File: config.mk
export PLATFORM = sky130hd
export DESIGN_NAME = serial_frame_rx_flat
export DESIGN_NICKNAME = d
export VERILOG_FILES = /design/src/rtl/serial_frame_pkg.sv /design/src/rtl/serial_frame_rx_if.sv /design/src/rtl/frame_out_buf.sv /design/src/rtl/serial_frame_rx.sv /design/src/flat_wrapper.sv
export SDC_FILE = /design/constraint.sdc
export NUM_CORES = 1
export LEC_CHECK = 0
export ABC_AREA = 1
export CAP_MARGIN = 20
export CORE_MARGIN = 4
export CORE_UTILIZATION = 60
export CTS_BUF_LIST = sky130_fd_sc_hd__clkbuf_4
export DETAILED_ROUTE_END_ITERATION = 16
export GPL_TIMING_DRIVEN = 0
export PLACE_DENSITY = 0.91
export REMOVE_ABC_BUFFERS = 1
export SLEW_MARGIN = 20
export SYNTH_ARGS = -nofsm -noshare
export SYNTH_HDL_FRONTEND = slang
export SYNTH_SLANG_ARGS = --single-unit
File: constraint.sdc
create_clock -name clk -period 2.9 [get_ports clk]
set_input_delay 0.29 -clock clk [delete_from_list [all_inputs] [get_ports clk]]
set_output_delay 0.29 -clock clk [all_outputs]
set_load 0.05 [all_outputs]
File: src/rtl/serial_frame_pkg.sv
// Shared types and constants for the serial frame receiver.
package serial_frame_pkg;

    typedef enum logic [2:0] {
        StIdle,
        StData,
        StParity,
        StStop,
        StWaitIdle
    } state_e;

    localparam logic IDLE_LEVEL  = 1'b1;
    localparam logic START_LEVEL = 1'b0;

    // Bit-counter width; never below one bit so the counter stays a legal vector.
    function automatic int unsigned cnt_width(input int unsigned width);
        return (width <= 1) ? 1 : $clog2(width);
    endfunction

endpackage

File: src/rtl/serial_frame_rx_if.sv
// Serial input, bit strobe and the received-word valid/ready bundle.
interface serial_frame_rx_if #(
    parameter int unsigned WIDTH = 8
);
    logic             bit_en;
    logic             s_in;
    logic [WIDTH-1:0] out_data;
    logic             out_valid;
    logic             out_ready;
    logic             out_perr;
    logic             frame_err;
    logic             overrun;
    logic             busy;

    modport master (
        input  bit_en, s_in, out_ready,
        output out_data, out_valid, out_perr, frame_err, overrun, busy
    );

    modport slave (
        output bit_en, s_in, out_ready,
        input  out_data, out_valid, out_perr, frame_err, overrun, busy
    );
endinterface

File: src/rtl/frame_out_buf.sv
// One-entry valid/ready holding register; drops a new word when full and not draining.
module frame_out_buf #(
    parameter int unsigned WIDTH = 8
) (
    input  logic             clk,
    input  logic             rst_n,
    input  logic             commit_i,
    input  logic [WIDTH-1:0] data_i,
    input  logic             perr_i,
    input  logic             ready_i,
    output logic [WIDTH-1:0] data_o,
    output logic             valid_o,
    output logic             perr_o,
    output logic             overrun_o
);

    logic [WIDTH-1:0] data_q, data_d;
    logic             valid_q, valid_d;
    logic             perr_q, perr_d;
    logic             overrun_q, overrun_d;
    logic             load;

    always_comb begin
        load      = commit_i & (~valid_q | ready_i);
        data_d    = data_q;
        perr_d    = perr_q;
        valid_d   = valid_q;
        overrun_d = commit_i & valid_q & ~ready_i;
        if (load) begin
            data_d  = data_i;
            perr_d  = perr_i;
            valid_d = 1'b1;
        end else if (ready_i) begin
            valid_d = 1'b0;
        end
    end

    always_ff @(posedge clk or negedge rst_n) begin
        if (!rst_n) begin
            data_q    <= '0;
            perr_q    <= 1'b0;
            valid_q   <= 1'b0;
            overrun_q <= 1'b0;
        end else begin
            data_q    <= data_d;
            perr_q    <= perr_d;
            valid_q   <= valid_d;
            overrun_q <= overrun_d;
        end
    end

    assign data_o    = data_q;
    assign valid_o   = valid_q;
    assign perr_o    = perr_q;
    assign overrun_o = overrun_q;

endmodule

File: src/rtl/serial_frame_rx.sv
// Strobed serial frame receiver: start, MSB-first data, optional even parity, stop.
module serial_frame_rx
    import serial_frame_pkg::*;
#(
    parameter int unsigned WIDTH     = 8,
    parameter int unsigned PARITY_EN = 1
) (
    input logic               clk,
    input logic               rst_n,
    serial_frame_rx_if.master bus
);

    localparam int unsigned CntW   = cnt_width(WIDTH);
    localparam logic [CntW-1:0] CntLast = CntW'(WIDTH - 1);
    localparam bit          ParEn  = (PARITY_EN != 0);

    state_e           state_q, state_d;
    logic [CntW-1:0]  cnt_q, cnt_d;
    logic [WIDTH-1:0] shift_q, shift_d;
    logic             par_q, par_d;
    logic             ferr_q, ferr_d;
    logic             commit;
    logic             perr;

    always_comb begin
        state_d = state_q;
        cnt_d   = cnt_q;
        shift_d = shift_q;
        par_d   = par_q;
        ferr_d  = 1'b0;
        commit  = 1'b0;
        if (bus.bit_en) begin
            unique case (state_q)
                StIdle: begin
                    if (bus.s_in == START_LEVEL) begin
                        state_d = StData;
                        cnt_d   = '0;
                        shift_d = '0;
                        par_d   = 1'b0;
                    end
                end
                StData: begin
                    shift_d = {shift_q[WIDTH-2:0], bus.s_in};
                    par_d   = par_q ^ bus.s_in;
                    if (cnt_q == CntLast) begin
                        state_d = ParEn ? StParity : StStop;
                    end else begin
                        cnt_d = cnt_q + 1'b1;
                    end
                end
                StParity: begin
                    par_d   = par_q ^ bus.s_in;
                    state_d = StStop;
                end
                StStop: begin
                    if (bus.s_in == IDLE_LEVEL) begin
                        commit  = 1'b1;
                        state_d = StIdle;
                    end else begin
                        ferr_d  = 1'b1;
                        state_d = StWaitIdle;
                    end
                end
                StWaitIdle: begin
                    // Line held low (break) must return to idle before a new start counts.
                    if (bus.s_in == IDLE_LEVEL) state_d = StIdle;
                end
                default: state_d = StIdle;
            endcase
        end
    end

    always_ff @(posedge clk or negedge rst_n) begin
        if (!rst_n) begin
            state_q <= StIdle;
            cnt_q   <= '0;
            shift_q <= '0;
            par_q   <= 1'b0;
            ferr_q  <= 1'b0;
        end else begin
            state_q <= state_d;
            cnt_q   <= cnt_d;
            shift_q <= shift_d;
            par_q   <= par_d;
            ferr_q  <= ferr_d;
        end
    end

    // Odd ones count over data plus parity bit means a parity error.
    assign perr = ParEn ? par_q : 1'b0;

    frame_out_buf #(
        .WIDTH(WIDTH)
    ) u_out_buf (
        .clk      (clk),
        .rst_n    (rst_n),
        .commit_i (commit),
        .data_i   (shift_q),
        .perr_i   (perr),
        .ready_i  (bus.out_ready),
        .data_o   (bus.out_data),
        .valid_o  (bus.out_valid),
        .perr_o   (bus.out_perr),
        .overrun_o(bus.overrun)
    );

    assign bus.frame_err = ferr_q;
    assign bus.busy      = (state_q != StIdle);

endmodule

File: src/flat_wrapper.sv
// flat-port wrapper written by rule: the top's interface ports become plain ports
module serial_frame_rx_flat import serial_frame_pkg::*;
#(
    parameter int unsigned WIDTH     = 8,
    parameter int unsigned PARITY_EN = 1
)
  (clk, rst_n, bus_bit_en, bus_s_in, bus_out_ready, bus_out_data, bus_out_valid, bus_out_perr, bus_frame_err, bus_overrun, bus_busy);
  serial_frame_rx_if #(.WIDTH(WIDTH)) bus_i ();
  input logic clk;
  input logic rst_n;
  input wire logic [$bits(bus_i.bit_en)-1:0] bus_bit_en;
  input wire logic [$bits(bus_i.s_in)-1:0] bus_s_in;
  input wire logic [$bits(bus_i.out_ready)-1:0] bus_out_ready;
  output wire logic [$bits(bus_i.out_data)-1:0] bus_out_data;
  output wire logic [$bits(bus_i.out_valid)-1:0] bus_out_valid;
  output wire logic [$bits(bus_i.out_perr)-1:0] bus_out_perr;
  output wire logic [$bits(bus_i.frame_err)-1:0] bus_frame_err;
  output wire logic [$bits(bus_i.overrun)-1:0] bus_overrun;
  output wire logic [$bits(bus_i.busy)-1:0] bus_busy;
  assign bus_i.bit_en = bus_bit_en;
  assign bus_i.s_in = bus_s_in;
  assign bus_i.out_ready = bus_out_ready;
  assign bus_out_data = bus_i.out_data;
  assign bus_out_valid = bus_i.out_valid;
  assign bus_out_perr = bus_i.out_perr;
  assign bus_frame_err = bus_i.frame_err;
  assign bus_overrun = bus_i.overrun;
  assign bus_busy = bus_i.busy;
  serial_frame_rx #(.WIDTH(WIDTH), .PARITY_EN(PARITY_EN)) u_core (.clk(clk), .rst_n(rst_n), .bus(bus_i));
endmodule
==> results of run 1 <==
what timing repair did:
action,4_1_cts,5_1_grt
hold endpoints to repair,27,0
gates resized for setup,0,0
hold buffers,1,0
setup buffers,0,0
setup endpoints to repair,0,0
routing by layer:
layer / up-vias / part of all wire / GRT usage
met5: - / 0 / 0
met4: 0 / 0.0089 / 0.0607
met3: 4 / 0.049 / 0.0402
met2: 22 / 0.54 / 0.352
met1: 445 / 0.40 / 0.192
li1: 492 / - / -
path summary, 6_finish.rpt:
kind	start	end	slack, ns	depth (start not counted)
worst min register to register	u_core.u_out_buf.data_o[1]$_DFFE_PN0P_	u_core.u_out_buf.data_o[1]$_DFFE_PN0P_	0.50	2
worst max register to register	u_core.cnt_q[0]$_DFFE_PN0P_	u_core.state_q[0]$_DFFE_PN0P_	1.50	8
min in group clk	u_core.u_out_buf.data_o[1]$_DFFE_PN0P_	u_core.u_out_buf.data_o[1]$_DFFE_PN0P_	0.50	2
worst max-delay path	u_core.state_q[0]$_DFFE_PN0P_	bus_busy	0.69	3
max in group asynchronous	rst_n	u_core.cnt_q[0]$_DFFE_PN0P_	2.02	2
worst min-delay path	rst_n	u_core.u_out_buf.data_o[0]$_DFFE_PN0P_	0.49	2
stage by stage:
step | hold slack (ns) | power [mW]
global route | 0.520 | 1.31
detailed placement | 0.331 | 1.06
floorplan | -0.00559 | 0.908
CTS | 0.501 | 1.22
finish | 0.490 | 1.21
global placement | 0.461 | 1.03
cell usage after synthesis:
cell type and instances:
a21oi_1 2, buf_4 1, buf_6 3, clkinv_2 1, dfrtp_1 27, ha_1 2, inv_1 18, inv_2 2
nand2_1 46, nand2_2 3, nand3_1 6, nand3_2 2, nand3_4 2, nand4_1 1, nor2_1 5, nor2_2 1
nor2_4 1, nor3_1 1, o21ai_0 4, o21ai_2 17
worst max-delay path: stages, from the launching register on:
cell,delay (ns)
dfrtp_1,0.57
nor2_1,0.13
nand2_1,0.11
clkdlybuf4s50_1,0.81
where the power goes:
group	internal [mW]	switching (mW)
Sequential	0.445	0.0740
Combinational	0.164	0.365
Clock	0.0631	0.103
kinds of logic after synthesis:
logic type      synth area share
compound gates             0.135
flops                      0.510
buf+inv                   0.0916
fa+ha+maj                 0.0189
simple gates               0.245
state kept, by name (all words and copies together), names as in the netlist:
register and flops:
u_core.cnt_q 3, u_core.state_q 3, u_core.u_out_buf.valid_o 1, u_core.u_out_buf.perr_o 1, u_core.par_q 1, u_core.bus.frame_err 1, u_core.u_out_buf.data_o 8, u_core.u_out_buf.overrun_o 1
u_core.shift_q 8
cell type report:
type                       instances  share of cell area
clock buffer                       4              0.0197
inverter                          21              0.0526
multi-input combinational         93               0.347
sequential                        27               0.444
tap                               27              0.0222
timing repair buffer              18               0.115
==> results.md, run 1 <==
Layout:
- In the layout the commonest cells are nand2_1, dfrtp_1, inv_1.
- In the final layout, the share of cells above drive strength 1 is 0.209.
- The area of all placed cells without fillers is 0.00152 mm2.
- Leaving out fill and tap cells, the most frequent cell in the layout is nand2_1.
- The combined area of the multi-input logic cells is 528 um2.
- The number of nets in the final layout is roughly 170.
- The area growth from synthesis to layout is 14.9%.
- For this run, the share of the core covered by cells in the final layout is 0.753.
- After the flow finishes, the layout carries non-filler instances totaling 190.
- Summing all flip-flop and latch instances after layout gives 676 um2.
- The number of antenna diodes in the final layout is 0.
- The layout has around 150 filler cells.

Clock network:
- Clock-pin slew was measured on the worst setup and hold paths at roughly 0.14 ns.
- In this run the number of H-tree levels came out at 1.
- In this run the deepest clock path goes through 2 buffers.
- The root buffer cell is clkbuf_4.
- For this design, the sink count on the clock tree is 27.
- The clock network latency to the later pin of the worst-skew pair is about 0.31 ns.
- The CTS tree is built.
- The number of clock buffers inserted by TritonCTS is 3.

Timing:
- Dividing the final minimum period by the clock period gives 0.763.
- Between clock sinks in the finished design, the worst skew comes to 0.00406 ns.
- Across all setup checks in the final design, the least slack found is slightly below 0.7 ns.
- In this run the tightest slew margin relative to its limit is 0.601.
- At the pin with the least slew margin, the transition time is 0.598 ns.
- The final count of pins violating max slew was 0.
- Counting I/O delays and the setup requirement, the final critical path takes ~2.2 ns.
- The highest clock frequency the design can meet is 0.452 GHz.
- The final number of hold-violating endpoints is 0.
- Setup violations remaining at the end of the flow were counted as 0.
- Setup repair after global routing left no endpoint under its margin.
- After routing, the total negative slack on setup checks comes to 0 ns.

Floorplan:
- The number of ports placed on the die boundary is 18.
- The total area inside the core boundary comes to around 0.0020 mm2.
- Measured along the x axis, the die boundary spans approximately 55 um.
- From bottom edge to top edge, the die measures around 55 um.
- The die outline area is 0.00302 mm2.
- The count of standard-cell rows is 16.
- The initial core utilization is 0.655.

Placed design:
- The final weighted congestion of routability-driven global placement is between 0.8 and 0.9.
- After detailed placement, the design holds a cell count of 185.
- Summing all placed instances gives a cell area of roughly 0.0015 mm2.
- Before CTS, the worst setup slack after placement is around 1.1 ns.
- After legalization and detailed placement, the total HPWL measured around 1700 um.
- During placement, the flow inserted port buffers numbering 17.

Logic synthesis:
- The synthesized area is about 0.0013 mm2.
- dfrtp_1 takes more of the synthesized area than any other cell.
- During synthesis, Yosys emitted a total of 0 warnings.
- Synthesis handed over a netlist of around 150 instances.
- The unique cell type count in the Yosys netlist is 20.
- A synthesized cell averages 9.14 um2.
- The part of the Yosys area used for sequential elements is 0.510.
- The top-area cell type share of the netlist area is 0.510.
- The total of flip-flops plus latches after synthesis is 27.
- Ranked by total cell area, the synthesized netlist is headed by dfrtp_1, nand2_1, o21ai_2.

Global routing:
- Entering global routing, the biggest net connects 28 pins.
- Across every metal layer, demand over resource in global routing totals 0.183.
- The first-pass GRT wire length is ~4000 um.
- The number of global-route vias before repair is 978.
- The initial antenna violation count was 0.
- The remaining global-route overflow is 0.

Route:
- The number of search-and-repair iterations in the first detailed-routing pass is 4.
- The detailed router finished its first iteration with 21 violations.
- The number of nets with antenna violations after detailed routing is 0.
- Using the TritonRoute via totals, the vias-per-cell ratio works out to 5.07.
- The average detailed-routed wire length per instance is 11.8 um.
- Wires add up to roughly 2200 um.
- The final routed DRC violation total is 0.
- The via total after detailed routing is approximately 960.

Status:
- The run finished with clean final reports.

Hold path:
- The tightest min-delay check is of the input port to async pin type.

Job:
- Across the run, the number of max-cap violations was 0.

Power:
- In this run the power density over the cells is around 800 mW/mm2.
- The leakage power summed over all cells is ~0.74 nW.
- Across the VDD grid, the largest voltage drop is slightly above 0.7 mV.

Setup path:
- The type of element launching the critical path is a flip-flop.
- The arrival time reported for the critical path endpoint is around 1.9 ns.
- The largest fanout on the critical path is 9.
- The data required time of the worst path is about 2.6 ns.
- The critical path is of the flip-flop to output port type.
- The worst setup path is captured at an output port.
Note: power is estimated with default switching activity, not from simulation.
==> run 2, diff against run 1 <==
--- a/config.mk
+++ b/config.mk
@@ -8,11 +8,11 @@
 export ABC_AREA = 1
 export CAP_MARGIN = 20
 export CORE_MARGIN = 4
-export CORE_UTILIZATION = 60
+export CORE_UTILIZATION = 56
 export CTS_BUF_LIST = sky130_fd_sc_hd__clkbuf_4
 export DETAILED_ROUTE_END_ITERATION = 16
 export GPL_TIMING_DRIVEN = 0
-export PLACE_DENSITY = 0.91
+export PLACE_DENSITY = 0.86
 export REMOVE_ABC_BUFFERS = 1
 export SLEW_MARGIN = 20
 export SYNTH_ARGS = -nofsm -noshare
==> constraint.sdc (replaced) <==
create_clock -name clk -period 2.1 [get_ports clk]
set_input_delay 0.21 -clock clk [delete_from_list [all_inputs] [get_ports clk]]
set_output_delay 0.21 -clock clk [all_outputs]
set_load 0.05 [all_outputs]
==> run 2 against run 1 <==
Setup slack got worse by 0.43 ns. Design area unchanged. Count of clock-buffer cells in the layout decreased by 1. Power increased by 36%. Critical endpoint unchanged. Highest routed layer unchanged.
==> results.md, run 2 (synthesis gave the netlist of run 1 again) <==
Setup path:
- The nature of the critical path endpoint is an output port.
- The cell depth of the worst flop-to-flop path is 8 (unchanged).
- The cell type of the slowest stage on the worst timing path is dfrtp_1.
- The critical path goes through nor2_1, nand2_1, dlygate4sd2_1.
- The data required time of the worst path is 1.89 ns (-0.72 ns).
- Tracing the worst setup path back leads to its startpoint at u_core.state_q[0]$_DFFE_PN0P_.
- The type of element launching the critical path is a flip-flop.
- The origin of the critical flop-to-flop path is u_core.cnt_q[0]$_DFFE_PN0P_.
- The endpoint of the worst setup timing path is bus_busy.
- The largest fanout on the critical path is 9 (unchanged).
- The worst register-to-register path ends at u_core.state_q[0]$_DFFE_PN0P_.
- The category of the most critical setup path is flip-flop to output port.
- The arrival time reported for the critical path endpoint is 1.63 ns (-0.29 ns).
- The highest cell delay on the worst timing path is 0.56 ns (-0.25 ns).
- The worst setup slack for register-to-register paths is 0.72 ns (-0.78 ns).

Timing:
- The worst hold slack was 0.389 ns (-0.101 ns).
- Timing would allow up to 0.543 GHz.
- Of the available clock period, the critical path in the final layout requires 0.877.
- Setup repair after global routing left no endpoint under its margin.
- The setup TNS is 0 ns (unchanged).
- The time the worst path needs with I/O delays and setup is approximately 1.8 ns.
- The worst-margin pin slew came to 0.571 ns (-0.0269 ns).
- The final count of pins violating max slew is 0 (unchanged).
- The relative slew slack is 0.619 (+0.0180).
- The final number of hold-violating endpoints is 0 (unchanged).
- The setup clock skew after layout is 0.0115 ns (+0.00744 ns).
- The number of failing setup endpoints in the final timing report came to 0 (unchanged).

Floorplan:
- The vertical die dimension is 56.6 um (+3.0%).
- The count of standard-cell rows is 17 (+1).
- The die outline area came to 0.00321 mm2 (+6.1%).
- The width of the chip came to 56.6 um (+3.0%).
- The number of ports placed on the die boundary is 18 (unchanged).
- The initial core utilization is 0.593 (-0.0620).
- The core area is 0.00223 mm2 (+10%).

Placed design:
- The final weighted congestion of routability-driven global placement is 0.875 (+0.21%).
- The cell area after placement is 0.00148 mm2 (about the same).
- The number of input and output port buffers inserted was 17 (unchanged).
- The sum of net half-perimeters after detailed placement is 1540 um (-9.0%).

Layout:
- The count of antenna diodes in the layout is 0 (unchanged).
- The fill cell instance count of the final layout is 175 (+15%).
- The number of nets in the final layout is 171 (unchanged).
- The growth of design area from synthesis to finish is 14.9% (unchanged).
- The fraction of the core area covered by cells at the end of the flow is 0.682 (-0.0713).
- The fraction of layout cells with a size suffix above 1 came to 0.209 (unchanged).
- The area of all placed cells without fillers came to 0.00152 mm2 (unchanged).
- The most frequent standard cell in the layout excluding fill and tap cells is nand2_1.
- The top cell types in the final layout, fill and taps aside, are nand2_1, dfrtp_1, inv_1.

Clock network:
- The H-tree depth reported by CTS is 1 (unchanged).
- The clock network latency to the later pin of the worst-skew pair is 0.33 ns (+0.02 ns).
- The clock-pin slew on the worst setup and hold paths is 0.15 ns (about the same).
- The number of clock buffers inserted by TritonCTS is 3 (unchanged).
- The number of buffers inserted to repair setup after CTS is 0 (unchanged).
- The buffer levels on the longest clock path was 2 (unchanged).
- The number of sinks driven by the clock tree came to 27 (unchanged).
- TritonCTS built the clock tree.
- The root buffer cell is clkbuf_4.

Global routing:
- The number of global-route vias before repair is 908 (-7.2%).
- The initial antenna violation count is 0 (unchanged).
- The first-pass GRT wire length is 3750 um (-4.6%).
- The largest net degree at the start of global routing was 28 (unchanged).
- The remaining global-route overflow is 0 (unchanged).
- The global-route usage over all layers is 0.146 (-0.0364).

Route:
- The final routed DRC violation total is 0 (unchanged).
- The overall routed net length is 2050 um (-8.6%).
- The number of search-and-repair iterations in the first detailed-routing pass was 4 (unchanged).
- The average detailed-routed wire length per instance is 10.7 um (-9.1%).
- The number of nets with antenna violations after detailed routing was 0 (unchanged).
- The via total after detailed routing came to 948 (-1.6%).
- The number of vias per cell is 4.96 (-2.1%).
- The DRC marker count from the first detailed-route iteration is 25 (+19%).

Job:
- The reported max-cap violation count is 0 (unchanged).

Hold path:
- The class of the tightest hold or removal check is input port to async pin.

Status:
- The run finished with clean final reports.

Power:
- The worst voltage drop across the vdd grid is 0.866 mV (+21%).
- The leakage power summed over all cells is 0.731 nW (-0.53%).
- The power density over the cells came to 1080 mW/mm2 (+36%).
## run 2: cell types whose count changed in the layout (fill, tap and decap cells not counted), sizes merged
| cell | delta |
|---|---|
| clkbuf | -1 |
| clkdlybuf4s50 | -1 |
| clkinvlp | +1 |
| dlygate4sd2 | +1 |
## run 2: worst min-delay path by stage
| stage | start | end | slack, ns |
|---|---|---|---|
| finish | rst_n | u_core.shift_q[6]$_DFFE_PN0P_ | 0.39 |
| global route | rst_n | u_core.u_out_buf.data_o[0]$_DFFE_PN0P_ | 0.42 |
| CTS | rst_n | u_core.u_out_buf.data_o[0]$_DFFE_PN0P_ | 0.42 |
| detailed placement | rst_n | u_core.u_out_buf.valid_o$_DFFE_PN0P_ | 0.24 |
| global placement | u_core.cnt_q[2]$_DFFE_PN0P_ | u_core.cnt_q[2]$_DFFE_PN0P_ | 0.46 |
| floorplan | rst_n | u_core.bus.frame_err$_DFF_PN0_ | -0.09 |
## run 2: area by class of cell
class                   instances  area, um2  share of cell area
clock inverters                 1       7.51             0.00493
multi-input cells              93        528               0.347
clock buffers                   3       22.5              0.0148
well taps                      28       35.0              0.0230
flip-flops and latches         27        676               0.444
inverters                      21       80.1              0.0526
repair buffers                 18        174               0.114
## run 2: per-layer routing
metal  up-vias  track usage  wire (um)
met5         -            0          0
met1       438        0.175        914
met3         4       0.0276         91
met4         0       0.0610         35
li1        491            -          -
met2        15        0.254       1010
## run 2: where the power goes
part | switching [mW] | internal, mW
Sequential | 0.102 | 0.614
Combinational | 0.489 | 0.216
Clock | 0.156 | 0.0728
Total | 0.747 | 0.903
## run 2: worst max-delay path, delay by kind of cell (launching register included)
kind	cells	cell delay (ns)
simple gates	2	0.22
flops	1	0.56
buf+inv	1	0.53
## run 2: stage by stage
stage	setup WS, ns	std cells	power, mW
after detailed placement	0.350	186	1.44
after global routing	0.150	191	1.78
after CTS	0.249	191	1.66
after global placement	0.365	186	1.42
final	0.258	191	1.65
after floorplan	0.767	141	1.25
## run 2: timing repair
| action | 4_1_cts | 5_1_grt |
|---|---|---|
| hold buffers | 1 | 0 |
| hold endpoints to repair | 27 | 0 |
| setup endpoints to repair | 1 | 0 |
| resized for setup | 1 | 0 |
